===== config.mk =====
export PLATFORM = sky130hd
export DESIGN_NAME = dut_arbiter
export DESIGN_NICKNAME = d
export VERILOG_FILES = /design/src/rtl/dut_arbiter_pkg.sv /design/src/rtl/dut_arbiter_rr.sv /design/src/rtl/dut_arbiter.sv
export SDC_FILE = /design/constraint.sdc
export NUM_CORES = 1
export LEC_CHECK = 0
export BUFFER_PORTS_ARGS = -buffer_cell sky130_fd_sc_hd__buf_4
export CAP_MARGIN = 20
export CORE_AREA = 2 2 52 54
export DETAILED_ROUTE_END_ITERATION = 8
export DIE_AREA = 0 0 54 56
export PLACE_DENSITY_LB_ADDON = 0.05
export SLEW_MARGIN = 20
export SYNTH_ARGS = -nofsm -noshare
export SYNTH_HDL_FRONTEND = slang
export SYNTH_SLANG_ARGS = --single-unit
export TNS_END_PERCENT = 50

===== constraint.sdc =====
create_clock -name CLK -period 1.7 [get_ports CLK]
set_input_delay 0.34 -clock CLK [delete_from_list [all_inputs] [get_ports CLK]]
set_output_delay 0.34 -clock CLK [all_outputs]
set_load 0.05 [all_outputs]

===== src/rtl/dut_arbiter_pkg.sv =====
// Shared types and constants for the dut_arbiter round-robin sequencer.
package dut_arbiter_pkg;

    localparam int ADDR_W      = 3;
    localparam int TIMEOUT_DEF = 16;

    typedef enum logic [1:0] {
        IDLE  = 2'd0,
        ISSUE = 2'd1,
        RESP  = 2'd2
    } arb_state_t;

endpackage


===== src/rtl/dut_arbiter_rr.sv =====
// Combinational round-robin pick: first asserted request at or after ptr_i, wrapping.
module rr_arbiter #(
    parameter int NREQ  = 2,
    parameter int IDX_W = $clog2(NREQ)
) (
    input  logic [NREQ-1:0]  req_i,
    input  logic [IDX_W-1:0] ptr_i,
    output logic [NREQ-1:0]  gnt_oh_o,
    output logic [IDX_W-1:0] gnt_idx_o,
    output logic             any_o
);

    always_comb begin
        int   idx;
        logic found;
        idx       = 0;
        found     = 1'b0;
        gnt_oh_o  = '0;
        gnt_idx_o = '0;
        for (int k = 0; k < NREQ; k++) begin
            idx = int'(ptr_i) + k;
            if (idx >= NREQ) begin
                idx = idx - NREQ;
            end
            if (!found && req_i[idx]) begin
                found         = 1'b1;
                gnt_oh_o[idx] = 1'b1;
                gnt_idx_o     = IDX_W'(idx);
            end
        end
        any_o = found;
    end

endmodule


===== src/rtl/dut_arbiter.sv =====
// Shares the single dut write/read port among NREQ requesters, one transaction
// at a time, with a ready timeout that turns a stuck access into an error response.
module dut_arbiter
    import dut_arbiter_pkg::*;
#(
    parameter int NREQ    = 2,
    parameter int TIMEOUT = TIMEOUT_DEF
) (
    input  logic                   CLK,
    input  logic                   RST,
    input  logic [NREQ-1:0]        req_valid,
    input  logic [NREQ-1:0]        req_write,
    input  logic [ADDR_W*NREQ-1:0] req_addr,
    input  logic [NREQ-1:0]        req_wdata,
    output logic [NREQ-1:0]        req_ready,
    output logic [NREQ-1:0]        resp_valid,
    output logic                   resp_data,
    output logic                   resp_err,
    output logic [ADDR_W-1:0]      write_address,
    output logic                   write_data,
    output logic                   write_en,
    input  logic                   write_rdy,
    output logic [ADDR_W-1:0]      read_address,
    output logic                   read_en,
    input  logic                   read_rdy,
    input  logic                   read_data
);

    localparam int         IDX_W    = $clog2(NREQ);
    localparam logic [7:0] TMO_LAST = 8'(TIMEOUT - 1);

    arb_state_t        state_q, state_d;
    logic [IDX_W-1:0]  rr_ptr_q, rr_ptr_d;
    logic [IDX_W-1:0]  gnt_q, gnt_d;
    logic              op_write_q, op_write_d;
    logic [ADDR_W-1:0] addr_q, addr_d;
    logic              wdata_q, wdata_d;
    logic [7:0]        wait_cnt_q, wait_cnt_d;
    logic [NREQ-1:0]   resp_valid_q, resp_valid_d;
    logic              resp_data_q, resp_data_d;
    logic              resp_err_q, resp_err_d;
    logic [ADDR_W-1:0] waddr_q, waddr_d;
    logic [ADDR_W-1:0] raddr_q, raddr_d;
    logic              wdat_q, wdat_d;

    logic [NREQ-1:0]   win_oh;
    logic [IDX_W-1:0]  win_idx;
    logic              win_any;
    logic [NREQ-1:0]   gnt_oh;
    logic              fire;

    rr_arbiter #(.NREQ(NREQ), .IDX_W(IDX_W)) u_rr (
        .req_i     (req_valid),
        .ptr_i     (rr_ptr_q),
        .gnt_oh_o  (win_oh),
        .gnt_idx_o (win_idx),
        .any_o     (win_any)
    );

    for (genvar gi = 0; gi < NREQ; gi++) begin : g_gnt_oh
        assign gnt_oh[gi] = (gnt_q == IDX_W'(gi));
    end

    // Enables follow the ready combinationally so the dut never sees an enable without ready.
    assign write_en  = !RST && (state_q == ISSUE) && op_write_q && write_rdy;
    assign read_en   = !RST && (state_q == ISSUE) && !op_write_q && read_rdy;
    assign fire      = write_en || read_en;
    assign req_ready = (!RST && (state_q == IDLE)) ? win_oh : '0;

    always_comb begin
        state_d      = state_q;
        rr_ptr_d     = rr_ptr_q;
        gnt_d        = gnt_q;
        op_write_d   = op_write_q;
        addr_d       = addr_q;
        wdata_d      = wdata_q;
        wait_cnt_d   = wait_cnt_q;
        resp_valid_d = '0;
        resp_data_d  = 1'b0;
        resp_err_d   = 1'b0;
        case (state_q)
            IDLE: begin
                if (win_any) begin
                    gnt_d      = win_idx;
                    op_write_d = req_write[win_idx];
                    addr_d     = req_addr[ADDR_W*int'(win_idx) +: ADDR_W];
                    wdata_d    = req_wdata[win_idx];
                    rr_ptr_d   = (win_idx == IDX_W'(NREQ - 1)) ? '0 : win_idx + IDX_W'(1);
                    wait_cnt_d = '0;
                    state_d    = ISSUE;
                end
            end
            ISSUE: begin
                if (fire) begin
                    resp_valid_d = gnt_oh;
                    resp_data_d  = op_write_q ? 1'b0 : read_data;
                    state_d      = RESP;
                end else if (wait_cnt_q == TMO_LAST) begin
                    resp_valid_d = gnt_oh;
                    resp_err_d   = 1'b1;
                    state_d      = RESP;
                end else begin
                    wait_cnt_d = wait_cnt_q + 8'd1;
                end
            end
            RESP: begin
                state_d = IDLE;
            end
            default: begin
                state_d = IDLE;
            end
        endcase
        // Address/data outputs are registered and only carry the latched op while in ISSUE.
        waddr_d = (state_d == ISSUE) ? addr_d  : '0;
        raddr_d = (state_d == ISSUE) ? addr_d  : '0;
        wdat_d  = (state_d == ISSUE) ? wdata_d : 1'b0;
    end

    always_ff @(posedge CLK) begin
        if (RST) begin
            state_q      <= IDLE;
            rr_ptr_q     <= '0;
            gnt_q        <= '0;
            op_write_q   <= 1'b0;
            addr_q       <= '0;
            wdata_q      <= 1'b0;
            wait_cnt_q   <= '0;
            resp_valid_q <= '0;
            resp_data_q  <= 1'b0;
            resp_err_q   <= 1'b0;
            waddr_q      <= '0;
            raddr_q      <= '0;
            wdat_q       <= 1'b0;
        end else begin
            state_q      <= state_d;
            rr_ptr_q     <= rr_ptr_d;
            gnt_q        <= gnt_d;
            op_write_q   <= op_write_d;
            addr_q       <= addr_d;
            wdata_q      <= wdata_d;
            wait_cnt_q   <= wait_cnt_d;
            resp_valid_q <= resp_valid_d;
            resp_data_q  <= resp_data_d;
            resp_err_q   <= resp_err_d;
            waddr_q      <= waddr_d;
            raddr_q      <= raddr_d;
            wdat_q       <= wdat_d;
        end
    end

    assign resp_valid    = resp_valid_q;
    assign resp_data     = resp_data_q;
    assign resp_err      = resp_err_q;
    assign write_address = waddr_q;
    assign write_data    = wdat_q;
    assign read_address  = raddr_q;

endmodule


# Word-level counts from Yosys, hierarchy flattened
# Index checks and enable logic that the tools add are counted.
dict set report totals {
  reg_bits 25
  out_inout_bits 15
  wordCells 97
}
dict set report classes {
  addsub 5
  n_mul 1
  magnitude_cmp 7
  eq_ne 6
  shifts 1
  n_mux 39
  bitwise 5
  reduce_logical 21
}
# operator count
set ops {}
lappend ops {{$ge 32x1->1 const B} 2}
lappend ops {{$lt 32x3->1 const B} 2}
lappend ops {{$mux 32} 2}
lappend ops {{$ge 32x3->1 const B} 1}
lappend ops {{$sub 32x3->32 const B} 1}
lappend ops {{$mux 8} 3}
lappend ops {{$mux 1} 20}
lappend ops {{$mux 2} 8}
lappend ops {{$pmux 8 s2} 1}
lappend ops {{$logic_and 1x1->1} 9}
lappend ops {{$add 8x1->8 const B} 1}
lappend ops {{$eq 8x4->1 const B} 1}
lappend ops {{$mux 3} 2}
lappend ops {{$shiftx 6x4->3} 1}
lappend ops {{$eq 2x1->1 const B} 2}
lappend ops {{$ne 2x2->1 const B} 2}
lappend ops {{$not 1->1} 4}
lappend ops {{$pmux 2 s2} 1}
lappend ops {{$reduce_and 4->1} 1}
lappend ops {{$reduce_or 2->1} 2}
lappend ops {{$reduce_or 4->1} 1}
lappend ops {{$logic_not 1->1} 3}
lappend ops {{$mul 2x1->3 const A} 1}
lappend ops {{$reduce_or 3->1} 1}
lappend ops {{12 further kinds} 13}

# Logic depth before layout (Yosys ltp)
# Gate-level depths: netlist of run 1.
dict set report logic_depth {
  depth_word 14
  ltp_mapped 6
  ltp_nobuf 5
}

# By module
# A second synthesis of run 1 with hierarchy kept.
dict set report hier_totals {
  hier_cells 119
  hier_area_um2 1153.6
}
# module n_inst cells_each area_each_um2
set by_module_without_submodules {}
lappend by_module_without_submodules {dut_arbiter 1 114 1121.1}
lappend by_module_without_submodules {rr_arbiter 1 5 32.5}

# Worst setup path before layout of run 1
# Ideal clock, no wire load.
dict set report synth_path {
  path_kind {input to output}
  from {input RST}
  to {output read_en}
  t_arrival_ps 2147
  setup_slack_ps -787
  cell_stages 4
  path_buffers 2
  path_cell_list {buf_6 > or3b_1 > buf_6 > nor3b_1}
}
dict set report synth_via {
  elab_chain_cells 4
}
# item line_no
set synth_rtl {}
lappend synth_rtl {{start, declared} dut_arbiter.sv:10} ;# input logic RST,
lappend synth_rtl {{$logic_not 1->1} dut_arbiter.sv:66} ;# assign read_en = !RST && (state_q == ISSUE) && !op_write_q && read_rdy;
lappend synth_rtl {{$logic_and 1x1->1 (3 in a row)} dut_arbiter.sv:66}
lappend synth_rtl {{end, declared} dut_arbiter.sv:24} ;# output logic read_en,
# No other way between the ends.

# Worst setup path in the final report of run 1
dict set report layout_path {
  from {register state_q[1]}
  to {output read_en}
}
dict set report layout_via {
  elab_chain_cells 4
}
# item line_no
set layout_rtl {}
lappend layout_rtl {{start, declared} dut_arbiter.sv:32} ;# arb_state_t state_q, state_d;
lappend layout_rtl {{start signal, assigned} dut_arbiter.sv:135} ;# state_q <= state_d;
lappend layout_rtl {{$eq 2x1->1} dut_arbiter.sv:66}
lappend layout_rtl {{$logic_and 1x1->1 (3 in a row)} dut_arbiter.sv:66}
# No other way between the ends.

==> results of run 1 <==
cells in the mapped netlist (2+ instances only):
library cell / n / share of area
a211oi_1: 9 / 0.056
a21o_1: 2 / 0.012
a21oi_1: 10 / 0.042
and2_1: 3 / 0.016
and3_1: 2 / 0.010
and4b_1: 2 / 0.017
buf_4: 4 / 0.025
buf_6: 3 / 0.028
dfxtp_1: 25 / 0.42
inv_1: 4 / 0.012
mux2i_1: 7 / 0.058
nand2_1: 3 / 0.0094
nand3_1: 11 / 0.046
nor2_1: 9 / 0.028
nor2b_1: 2 / 0.010
nor3_1: 3 / 0.012
nor3b_1: 2 / 0.012
nor4_1: 2 / 0.010
o211ai_1: 3 / 0.019
or2_2: 2 / 0.010
or3_1: 3 / 0.016
logic make-up after synthesis:
| family | after synthesis | synth area share |
|---|---|---|
| adders and majority gates | 1 | 0.0104 |
| DFF | 25 | 0.417 |
| muxes | 8 | 0.0677 |
| and+or+nand+nor | 50 | 0.240 |
| AOI/OAI and AO/OA | 31 | 0.193 |
| buffers and inverters | 13 | 0.0729 |
power groups by stage:
stage               Sequential (W)  Combinational (W)  Clock, W
global placement          0.000659           0.000351         0
global route              0.000654           0.000416  0.000308
floorplan                 0.000703           0.000213         0
CTS                       0.000646           0.000378  0.000279
detailed placement        0.000661           0.000358         0
finish                    0.000648           0.000388  0.000268
area by class of cell:
| cell class | count | share of cell area |
|---|---|---|
| clock buffer | 3 | 0.0139 |
| sequential | 25 | 0.312 |
| timing repair buffer | 48 | 0.234 |
| multi-input combinational | 90 | 0.405 |
| inverter | 4 | 0.00925 |
| clock inverter | 1 | 0.00308 |
| tap | 30 | 0.0231 |
metrics by stage:
step / instances / worst slack, ns / utilization / hold WS [ns]
after global placement: 191 / 0.0978 / 0.616 / 0.438
after detailed placement: 191 / 0.0870 / 0.616 / 0.443
final: 201 / -0.121 / 0.667 / 0.232
after CTS: 200 / -0.136 / 0.653 / 0.233
after floorplan: 128 / -0.0799 / - / 0.415
after global routing: 201 / -0.171 / 0.667 / 0.216
metal layers:
metal | wire length [um] | part of all wire | vias to the layer above | GRT usage
li1 | - | - | 564 | -
met1 | 1120 | 0.42 | 499 | 0.213
met2 | 1340 | 0.51 | 33 | 0.348
met3 | 126 | 0.048 | 7 | 0.0349
met4 | 57 | 0.022 | 0 | 0.0750
met5 | 0 | 0 | - | 0
sequential cells by signal, indices dropped and copies added, names as in the netlist, 2 cells and up:
name          cells
wait_cnt_q        8
addr_q            3
read_address      3
resp_valid        2
state_q           2
cell usage in the layout (no fill, tap or decap), drive strengths merged:
| cell type | n |
|---|---|
| buf | 48 |
| or2 | 3 |
| mux2i | 7 |
| a311oi | 1 |
| o21ai | 2 |
| or3b | 1 |
| o221ai | 1 |
| a31oi | 1 |
| dfxtp | 25 |
| clkinv | 1 |
| nor3b | 2 |
| and4b | 2 |
| a21o | 2 |
| nand3 | 11 |
| a21oi | 10 |
| and4 | 1 |
| mux2 | 1 |
| clkbuf | 3 |
| a211oi | 11 |
| nor4 | 2 |
| o211ai | 3 |
| nand4b | 1 |
| inv | 4 |
| or3 | 4 |
| nor3 | 3 |
| nor2b | 2 |
| and3 | 2 |
| nand2 | 3 |
| ha | 1 |
| and2 | 3 |
| nor2 | 9 |
| nand4 | 1 |
worst min-delay path by stage:
stage,depth (start not counted),from,to,slack (ns)
3_5_place_dp,1,gnt_q,resp_valid[0],0.44
3_3_place_gp,1,gnt_q,resp_valid[0],0.44
6_report,2,read_data,resp_data,0.23
5_1_grt,2,read_data,resp_data,0.22
2_1_floorplan,1,gnt_q,resp_valid[0],0.42
4_1_cts,2,read_data,resp_data,0.23
what timing repair did:
action                                 in CTS  in global routing
buffers inserted                            5                  1
endpoints found under the hold margin       0                  0
setup endpoints to repair                   4                  5
resized for setup                           8                  6
pin swaps                                   4                  4
==> impl_summary.log, run 1 <==
[metrics] maximum count of clock buffers along a single path: 2
[metrics] capturing instance or port of the critical path: read_en
[metrics] final critical path time including I/O delays and setup: between 1.5 and 2 ns
[metrics] result of the run: complete, but fails checks
[metrics] number of buffer and inverter instances along the worst setup path: 1
[metrics] remaining number of nets flagged by the antenna check after routing: 0
[metrics] Startpoint Class: register
[metrics] fin worst setup slack: -0.121 ns
[metrics] Worst R2R Start: wait_cnt_q[0]
[metrics] Setup crit end kind: primary output
[metrics] net count after synthesis: roughly 150
[metrics] htree depth: 1
[metrics] first-pass GRT wire length: around 4.4 mm
[metrics] total power: 0.00130 W
[metrics] wire length per cell after detailed routing: approximately 13 um
[metrics] part of the power in combinational logic: 0.297
[metrics] Detail Placement HPWL: 1.98 mm
[metrics] count of cell instances traversed by the critical path: 3
[metrics] CP Max Fanout: 4
[metrics] number of nets in the finished design: 190
[metrics] crit path from: state_q[1]
[metrics] final WL: between 2 and 3 mm
[metrics] global placer's final weighted congestion: roughly 0.76
[metrics] proportion of synthesized chip area in sequential cells: 0.417
[metrics] clock tree from TritonCTS: yes
[metrics] row count: 18
[metrics] drt drc: 0
[metrics] data required time at the worst endpoint: about 1.4 ns
[metrics] flip-flop and latch count after synthesis: 25
[metrics] violated checks: negative setup slack
[metrics] placed cell area: 1500 um^2
[metrics] number of buffers inserted during clock tree synthesis: 3
[metrics] vias per cell: 5.49
[metrics] crit path DAT: 1.48 ns
[metrics] Worst R2R End: wait_cnt_q[2]
[metrics] clock network latency to the later pin of the worst-skew pair: about 0.32 ns
[metrics] number of warnings printed during yosys synthesis: 0
[metrics] count of clock tree sinks: 25
[metrics] area used by sequential logic in the layout: 507 um^2
[metrics] switching power: 0.000431 W
[metrics] cell with the largest stage delay on the worst path: or3b_4
[metrics] Switching Share: 0.331
[metrics] GRT Resource Usage Total: 0.193
[metrics] number of buffers inserted by hold repair at cts: 0
[metrics] areal power density over the cells: between 800 and 900 nW/um^2
[metrics] max-cap violation count: 0
[metrics] Mapped Avg Cell Area: approximately 9.4 um^2
[metrics] setup repair after global routing missed its margin: true
[metrics] Largest stage delay, worst path: 0.40 ns
[metrics] highest achievable clock rate: 549 MHz
[metrics] relative slew slack: 0.652
[metrics] final hold violation count: 0
[metrics] number of flops mapped to enable cells by yosys: 0
[metrics] largest net degree at the start of global routing: 16
[metrics] area grow syn2layout: 35.1%
[metrics] clock slew at the register clock pins of the worst setup and hold paths: 0.15 ns
[metrics] Clock Root Buffer: clkbuf_4
[metrics] total leakage power: 0.705 nW
[metrics] leading register cell type out of synthesis: dfxtp_1
[metrics] Setup-failing EPs final: 3
[metrics] Mapped Area: 1200 um^2
[metrics] overflow left after global routing: 0
[metrics] post-synthesis instance total: 128
[metrics] cell family with the largest share of critical-path delay: simple AND/OR/NAND/NOR gates
[metrics] # diodes: 0
[metrics] category of the most critical setup path: register to primary output
[metrics] proportion of layout cells with a drive suffix above 1: 0.398
[metrics] distinct cell type count of the synthesized netlist: 38
[metrics] chip height: around 56 um
[metrics] vias in the first global route: between 1k and 1.5k
[metrics] pin slew with the least headroom to its limit: 0.519 ns
[metrics] width of the die: ~54 um
[metrics] Power Internal: 0.000873 W
[metrics] iteration-0 DRC count of the detailed router: 18
[metrics] share of async-settable or async-resettable flops after synthesis: 0
[metrics] number of port buffers: 31
[metrics] via count of the routed design: ~1.1k
[metrics] depth of the most critical reg-to-reg path: 6
[metrics] DR pass1 iterations: 4
[metrics] sequence of cells on the critical path: or3b_4, nor3b_4, buf_6
[metrics] proportion of power drawn by flip-flops and latches: 0.497
[metrics] minimum setup slack among reg-to-reg paths: 0.10 ns
[metrics] final max-slew violation count: 0
[metrics] number of antenna violations at the first check in global routing: 0
[metrics] Hold WC Path Type: input port to register
[metrics] Max rail drop VDD: 0.602 mV
[metrics] area of the die: 3020 um^2
[metrics] multi-input combinational cell area: ~660 um^2
[metrics] TNS Setup: -0.162 ns
[metrics] core area: 2430 um^2
[metrics] filler instances: 205
[metrics] portion of total power attributed to the clock network: 0.206
[metrics] Finished Cell Area: 1620 um^2
[metrics] Worst Skew: 0.0142 ns
[metrics] period utilisation layout: 1.07
[metrics] starting utilization of the core area: 0.494
[metrics] boundary pin count: 32
Note: power is estimated with default switching activity, not from simulation.
==> inputs of run 2 (changes only) <==
--- a/config.mk
+++ b/config.mk
@@ -5,7 +5,7 @@
 export SDC_FILE = /design/constraint.sdc
 export NUM_CORES = 1
 export LEC_CHECK = 0
-export BUFFER_PORTS_ARGS = -buffer_cell sky130_fd_sc_hd__buf_4
+export BUFFER_PORTS_ARGS = -buffer_cell sky130_fd_sc_hd__buf_2
 export CAP_MARGIN = 20
 export CORE_AREA = 2 2 52 54
 export DETAILED_ROUTE_END_ITERATION = 8
==> impl_summary.log, run 2 (synthesized netlist as in run 1, its figures left out) <==
[metrics] result of the run: complete, but fails checks
[metrics] violated checks: negative setup slack
[metrics] register ranked first by flip-flop count: wait_cnt_q
[metrics] Largest stage delay, worst path: 0.40 ns (about the same)
[metrics] fin worst setup slack: -0.110 ns (+0.0106 ns)
[metrics] Hold WC Path Type: input port to register
[metrics] total leakage power: 0.684 nW (-3.0%)
[metrics] Setup-failing EPs final: 2 (-1)
[metrics] starting utilization of the core area: 0.494 (unchanged)
[metrics] relative slew slack: 0.673 (+0.0215)
[metrics] commonest non-fill, non-tap cell in the layout: buf_2
[metrics] cell family with the largest share of critical-path delay: simple AND/OR/NAND/NOR gates
[metrics] number of antenna violations at the first check in global routing: 0 (unchanged)
[metrics] Setup crit end kind: primary output
[metrics] proportion of layout cells with a drive suffix above 1: 0.378 (-0.0198)
[metrics] pin slew with the least headroom to its limit: 0.486 ns (-0.0321 ns)
[metrics] # diodes: 0 (unchanged)
[metrics] GRT Resource Usage Total: 0.191 (-0.00201)
[metrics] TNS Setup: -0.151 ns (+0.0105 ns)
[metrics] Startpoint Class: register
[metrics] DR pass1 iterations: 4 (unchanged)
[metrics] final critical path time including I/O delays and setup: 1.81 ns (-0.0106 ns)
[metrics] overflow left after global routing: 0 (unchanged)
[metrics] count of clock tree sinks: 25 (unchanged)
[metrics] area of the die: 3020 um^2 (unchanged)
[metrics] final WL: 2.51 mm (-5.0%)
[metrics] boundary pin count: 32 (unchanged)
[metrics] CP Max Fanout: 5 (+1)
[metrics] sequence of cells on the critical path: or3b_4, nor3b_4, buf_6
[metrics] final max-slew violation count: 0 (unchanged)
[metrics] wire length per cell after detailed routing: 12.4 um (-5.4%)
[metrics] commonest non-fill, non-tap cells in the layout: buf_2 (28), dfxtp_1 (23), buf_4 (19)
[metrics] areal power density over the cells: 829 nW/um^2 (+3.1%)
[metrics] number of buffers inserted during clock tree synthesis: 3 (unchanged)
[metrics] core area: 2430 um^2 (unchanged)
[metrics] number of port buffers: 31 (unchanged)
[metrics] drt drc: 0 (unchanged)
[metrics] remaining number of nets flagged by the antenna check after routing: 0 (unchanged)
[metrics] number of nets in the finished design: 191 (+0.53%)
[metrics] max-cap violation count: 0 (unchanged)
[metrics] crit path DAT: 1.47 ns (about the same)
[metrics] vias per cell: 5.34 (-2.8%)
[metrics] clock network latency to the later pin of the worst-skew pair: 0.32 ns (about the same)
[metrics] maximum count of clock buffers along a single path: 2 (unchanged)
[metrics] number of buffer and inverter instances along the worst setup path: 1 (unchanged)
[metrics] width of the die: 54 um (unchanged)
[metrics] clock tree from TritonCTS: yes
[metrics] iteration-0 DRC count of the detailed router: 9 (-9)
[metrics] setup repair after global routing missed its margin: true
[metrics] highest achievable clock rate: 552 MHz (+0.59%)
[metrics] Max rail drop VDD: 0.621 mV (+3.1%)
[metrics] final hold violation count: 0 (unchanged)
[metrics] period utilisation layout: 1.06 (-0.00625)
[metrics] filler instances: 221 (+7.8%)
[metrics] first-pass GRT wire length: 4.37 mm (+0.16%)
[metrics] htree depth: 1 (unchanged)
[metrics] Worst Skew: 0.00358 ns (-0.0106 ns)
[metrics] Clock Root Buffer: clkbuf_4
[metrics] chip height: 56 um (unchanged)
[metrics] cell with the largest stage delay on the worst path: or3b_4
[metrics] total power: 0.00127 W (-2.9%)
[metrics] WHS: 0.217 ns (-0.0154 ns)
[metrics] row count: 18 (unchanged)
[metrics] vias in the first global route: 1074 (+3.7%)
[metrics] data required time at the worst endpoint: 1.36 ns (about the same)
[metrics] global placer's final weighted congestion: 0.769 (+1.6%)
[metrics] largest net degree at the start of global routing: 14 (-2)
[metrics] clock slew at the register clock pins of the worst setup and hold paths: 0.13 ns (-0.02 ns)
[metrics] number of flip-flops in the largest register: 8 (unchanged)
[metrics] category of the most critical setup path: register to primary output
[metrics] area grow syn2layout: 27.3%
[metrics] via count of the routed design: 1078 (-2.3%)
[metrics] Detail Placement HPWL: 1.91 mm (-3.5%)
[metrics] post-route insts no fill: 202 (+0.50%)
[metrics] number of cells in the design after placement: 196 (+2.6%)
run 2: layer usage:
metal / track usage / vias to the layer above / part of all wire
met4: 0.0750 / 0 / 0.018
li1: - / 562 / -
met5: 0 / - / 0
met2: 0.347 / 27 / 0.50
met3: 0.0242 / 5 / 0.043
met1: 0.215 / 484 / 0.44
run 2: worst register-to-register path: stages (launching register included):
cell      delay (ns)
dfxtp_2         0.36
buf_4           0.14
nor2b_1         0.24
o221ai_2        0.20
buf_4           0.19
or3_1           0.30
a21oi_1         0.12
run 2: final timing paths:
path	cells after the start	slack [ns]	end	start
max	3	-0.11	read_en	state_q[0]
max reg2reg	6	0.10	wait_cnt_q[2]	state_q[1]
min	2	0.22	resp_data	read_data
min reg2reg	1	0.45	resp_valid[0]	gnt_q
run 2: area by class of cell:
class                   instances  area [um^2]  area share
clock buffers                   4         26.3      0.0172
multi-input cells              90          642       0.420
flip-flops and latches         25          503       0.329
inverters                       4         15.0     0.00982
repair buffers                 49          305       0.200
well taps                      30         37.5      0.0245
run 2: through the flow:
step	cell area, um^2	util	setup WS (ns)
6_report	1530	0.629	-0.110
2_1_floorplan	1220	-	-0.0799
5_1_grt	1530	0.629	-0.169
3_5_place_dp	1460	0.600	0.0370
3_3_place_gp	1460	0.600	0.0457
4_1_cts	1530	0.629	-0.129
run 2: power breakdown:
| part | internal [W] | total (W) | switching, W | leakage [nW] |
|---|---|---|---|---|
| Clock | 0.0000918 | 0.000262 | 0.000170 | 0.0150 |
| Sequential | 0.000626 | 0.000647 | 0.0000210 | 0.205 |
| Combinational | 0.000135 | 0.000359 | 0.000224 | 0.464 |
| Total | 0.000852 | 0.00127 | 0.000414 | 0.684 |
run 2: what timing repair did:
action,CTS,global route
pin swaps,0,1
setup buffers,2,0
setup endpoints to repair,4,6
gates resized for setup,9,0
hold buffers,0,0
==> inputs of run 3 (changes only) <==
==> constraint.sdc (replaced) <==
create_clock -name CLK -period 1.7 [get_ports CLK]
set_input_delay 0.17 -clock CLK [delete_from_list [all_inputs] [get_ports CLK]]
set_output_delay 0.17 -clock CLK [all_outputs]
set_load 0.05 [all_outputs]
==> impl_summary.log, run 3 (synthesized netlist as in run 1, its figures left out) <==
[metrics] result of the run: finished, final reports clean
[metrics] Worst Skew: 0.00431 ns (+0.000733 ns)
[metrics] final standard cell utilization of the core: 0.602 (-0.0262)
[metrics] clock tree from TritonCTS: yes
[metrics] setup repair after global routing missed its margin: false
[metrics] # diodes: 0 (unchanged)
[metrics] Worst R2R End: wait_cnt_q[7]
[metrics] number of buffers inserted by hold repair at cts: 0 (unchanged)
[metrics] number of flip-flops in the largest register: 8 (unchanged)
[metrics] final WL: 2.46 mm (-2.2%)
[metrics] width of the die: 54 um (unchanged)
[metrics] Startpoint Class: register
[metrics] DR pass1 iterations: 4 (unchanged)
[metrics] number of antenna violations at the first check in global routing: 0 (unchanged)
[metrics] core area: 2430 um^2 (unchanged)
[metrics] area of the die: 3020 um^2 (unchanged)
[metrics] data required time at the worst endpoint: 1.53 ns (+0.17 ns)
[metrics] final max-slew violation count: 0 (unchanged)
[metrics] GRT Resource Usage Total: 0.189 (-0.00173)
[metrics] relative slew slack: 0.676 (+0.00316)
[metrics] number of port buffers: 31 (unchanged)
[metrics] hold worst-path end: resp_data
[metrics] Clock Root Buffer: clkbuf_4
[metrics] Power Internal: 0.000838 W (-1.7%)
[metrics] first-pass GRT wire length: 4.33 mm (-0.94%)
[metrics] proportion of power drawn by flip-flops and latches: 0.515 (+0.005)
[metrics] commonest non-fill, non-tap cells in the layout: buf_2 (28), dfxtp_1 (21), nand3_1 (11)
[metrics] part of the power in combinational logic: 0.269 (-0.014)
[metrics] clock network latency to the later pin of the worst-skew pair: 0.32 ns (about the same)
[metrics] final hold violation count: 0 (unchanged)
[metrics] count of clock tree sinks: 25 (unchanged)
[metrics] portion of total power attributed to the clock network: 0.215 (+0.009)
[metrics] area grow syn2layout: 22.0%
[metrics] total leakage power: 0.637 nW (-6.9%)
[metrics] remaining number of nets flagged by the antenna check after routing: 0 (unchanged)
[metrics] number of buffers inserted during clock tree synthesis: 3 (unchanged)
[metrics] Setup crit end kind: primary output
[metrics] commonest non-fill, non-tap cell in the layout: buf_2
[metrics] depth of the worst hold-timing path: 2 (unchanged)
[metrics] switching power: 0.000420 W (+1.3%)
[metrics] crit path from: state_q[0]
[metrics] Hold WC Path Type: input port to register
[metrics] areal power density over the cells: 858 nW/um^2 (+3.6%)
[metrics] Detail Placement HPWL: 1.88 mm (-2.0%)
[metrics] proportion of layout cells with a drive suffix above 1: 0.364 (-0.0137)
[metrics] boundary pin count: 32 (unchanged)
[metrics] Setup-failing EPs final: 0 (-2)
[metrics] global placer's final weighted congestion: 0.801 (+4.1%)
[metrics] iteration-0 DRC count of the detailed router: 10 (+1)
[metrics] Hold Startpoint: read_data
[metrics] minimum setup slack among reg-to-reg paths: 0.15 ns (+0.05 ns)
[metrics] final critical path time including I/O delays and setup: 1.65 ns (-0.162 ns)
[metrics] Worst R2R Start: wait_cnt_q[0]
[metrics] total power: 0.00126 W (-0.71%)
[metrics] drt drc: 0 (unchanged)
[metrics] pin slew with the least headroom to its limit: 0.482 ns (-0.00470 ns)
[metrics] overflow left after global routing: 0 (unchanged)
[metrics] largest net degree at the start of global routing: 16 (+2)
[metrics] Switching Share: 0.334 (+0.00671)
[metrics] maximum count of clock buffers along a single path: 2 (unchanged)
[metrics] starting utilization of the core area: 0.494 (unchanged)
[metrics] category of the most critical setup path: register to primary output
[metrics] CP Max Fanout: 5 (unchanged)
[metrics] wire length per cell after detailed routing: 12.8 um (+2.9%)
[metrics] vias in the first global route: 1022 (-4.8%)
[metrics] number of nets in the finished design: 181 (-5.2%)
[metrics] row count: 18 (unchanged)
[metrics] via count of the routed design: 1066 (-1.1%)
[metrics] highest achievable clock rate: 607 MHz (+9.8%)
[metrics] period utilisation layout: 0.969 (-0.0955)
[metrics] clock slew at the register clock pins of the worst setup and hold paths: 0.13 ns (about the same)
[metrics] htree depth: 1 (unchanged)
[metrics] chip height: 56 um (unchanged)
[metrics] depth of the most critical reg-to-reg path: 6 (unchanged)
[metrics] Max rail drop VDD: 0.725 mV (+17%)
[metrics] vias per cell: 5.55 (+4.0%)
[metrics] crit path DAT: 1.48 ns (about the same)
[metrics] max-cap violation count: 0 (unchanged)
[metrics] register ranked first by flip-flop count: wait_cnt_q
-- run 3: final cells by class --
| class | instances | area, um^2 |
|---|---|---|
| Clock buffer | 4 | 26.3 |
| Fill cell | 229 | 967 |
| Inverter | 4 | 15.0 |
| Multi-Input combinational cell | 90 | 652 |
| Sequential cell | 25 | 508 |
| Tap cell | 30 | 37.5 |
| Timing Repair Buffer | 39 | 226 |
-- run 3: worst max-delay path: stages (launching register included) --
cell and delay (ns):
dfxtp_4 0.39, or3b_4 0.40, nor3b_4 0.19, buf_6 0.18
-- run 3: power by group through the flow --
stage               clock network (W)  logic, W  registers (W)
floorplan                           0  0.000210       0.000702
global placement                    0  0.000319       0.000657
detailed placement                  0  0.000324       0.000659
CTS                          0.000278  0.000334       0.000647
global route                 0.000297  0.000368       0.000655
finish                       0.000271  0.000339       0.000648
-- run 3: what timing repair did --
item                       4_1_cts  5_1_grt
resized for setup                5        9
hold endpoints to repair         0        0
setup buffers                    1        0
pin swaps                        2        0
setup endpoints to repair        1        7
-- run 3: worst max path at each step --
stage,to,slack [ns],cells after the start
3_5_place_dp,wait_cnt_q[3],0.08,5
3_3_place_gp,wait_cnt_q[3],0.12,4
2_1_floorplan,resp_data,-0.12,4
5_1_grt,read_en,0.003,3
6_report,read_en,0.05,3
4_1_cts,req_ready[0],0.008,4
-- run 3: through the flow --
stage	worst slack, ns	instance area (um^2)	cells	setup TNS [ns]	hold slack (ns)
after floorplan	-0.125	1210	128	-0.146	0.286
after global placement	0.125	1390	187	0	0.380
after detailed placement	0.0758	1390	187	0	0.374
after CTS	0.00795	1440	192	0	0.0340
after global routing	0.00272	1470	192	0	0.0423
final	0.0519	1470	192	0	0.0381
-- run 3: routing by layer --
layer | GRT usage | up-vias | part of all wire
li1 | - | 539 | -
met1 | 0.233 | 491 | 0.47
met2 | 0.322 | 31 | 0.46
met3 | 0.0242 | 5 | 0.050
met4 | 0.0750 | 0 | 0.018
met5 | 0 | - | 0
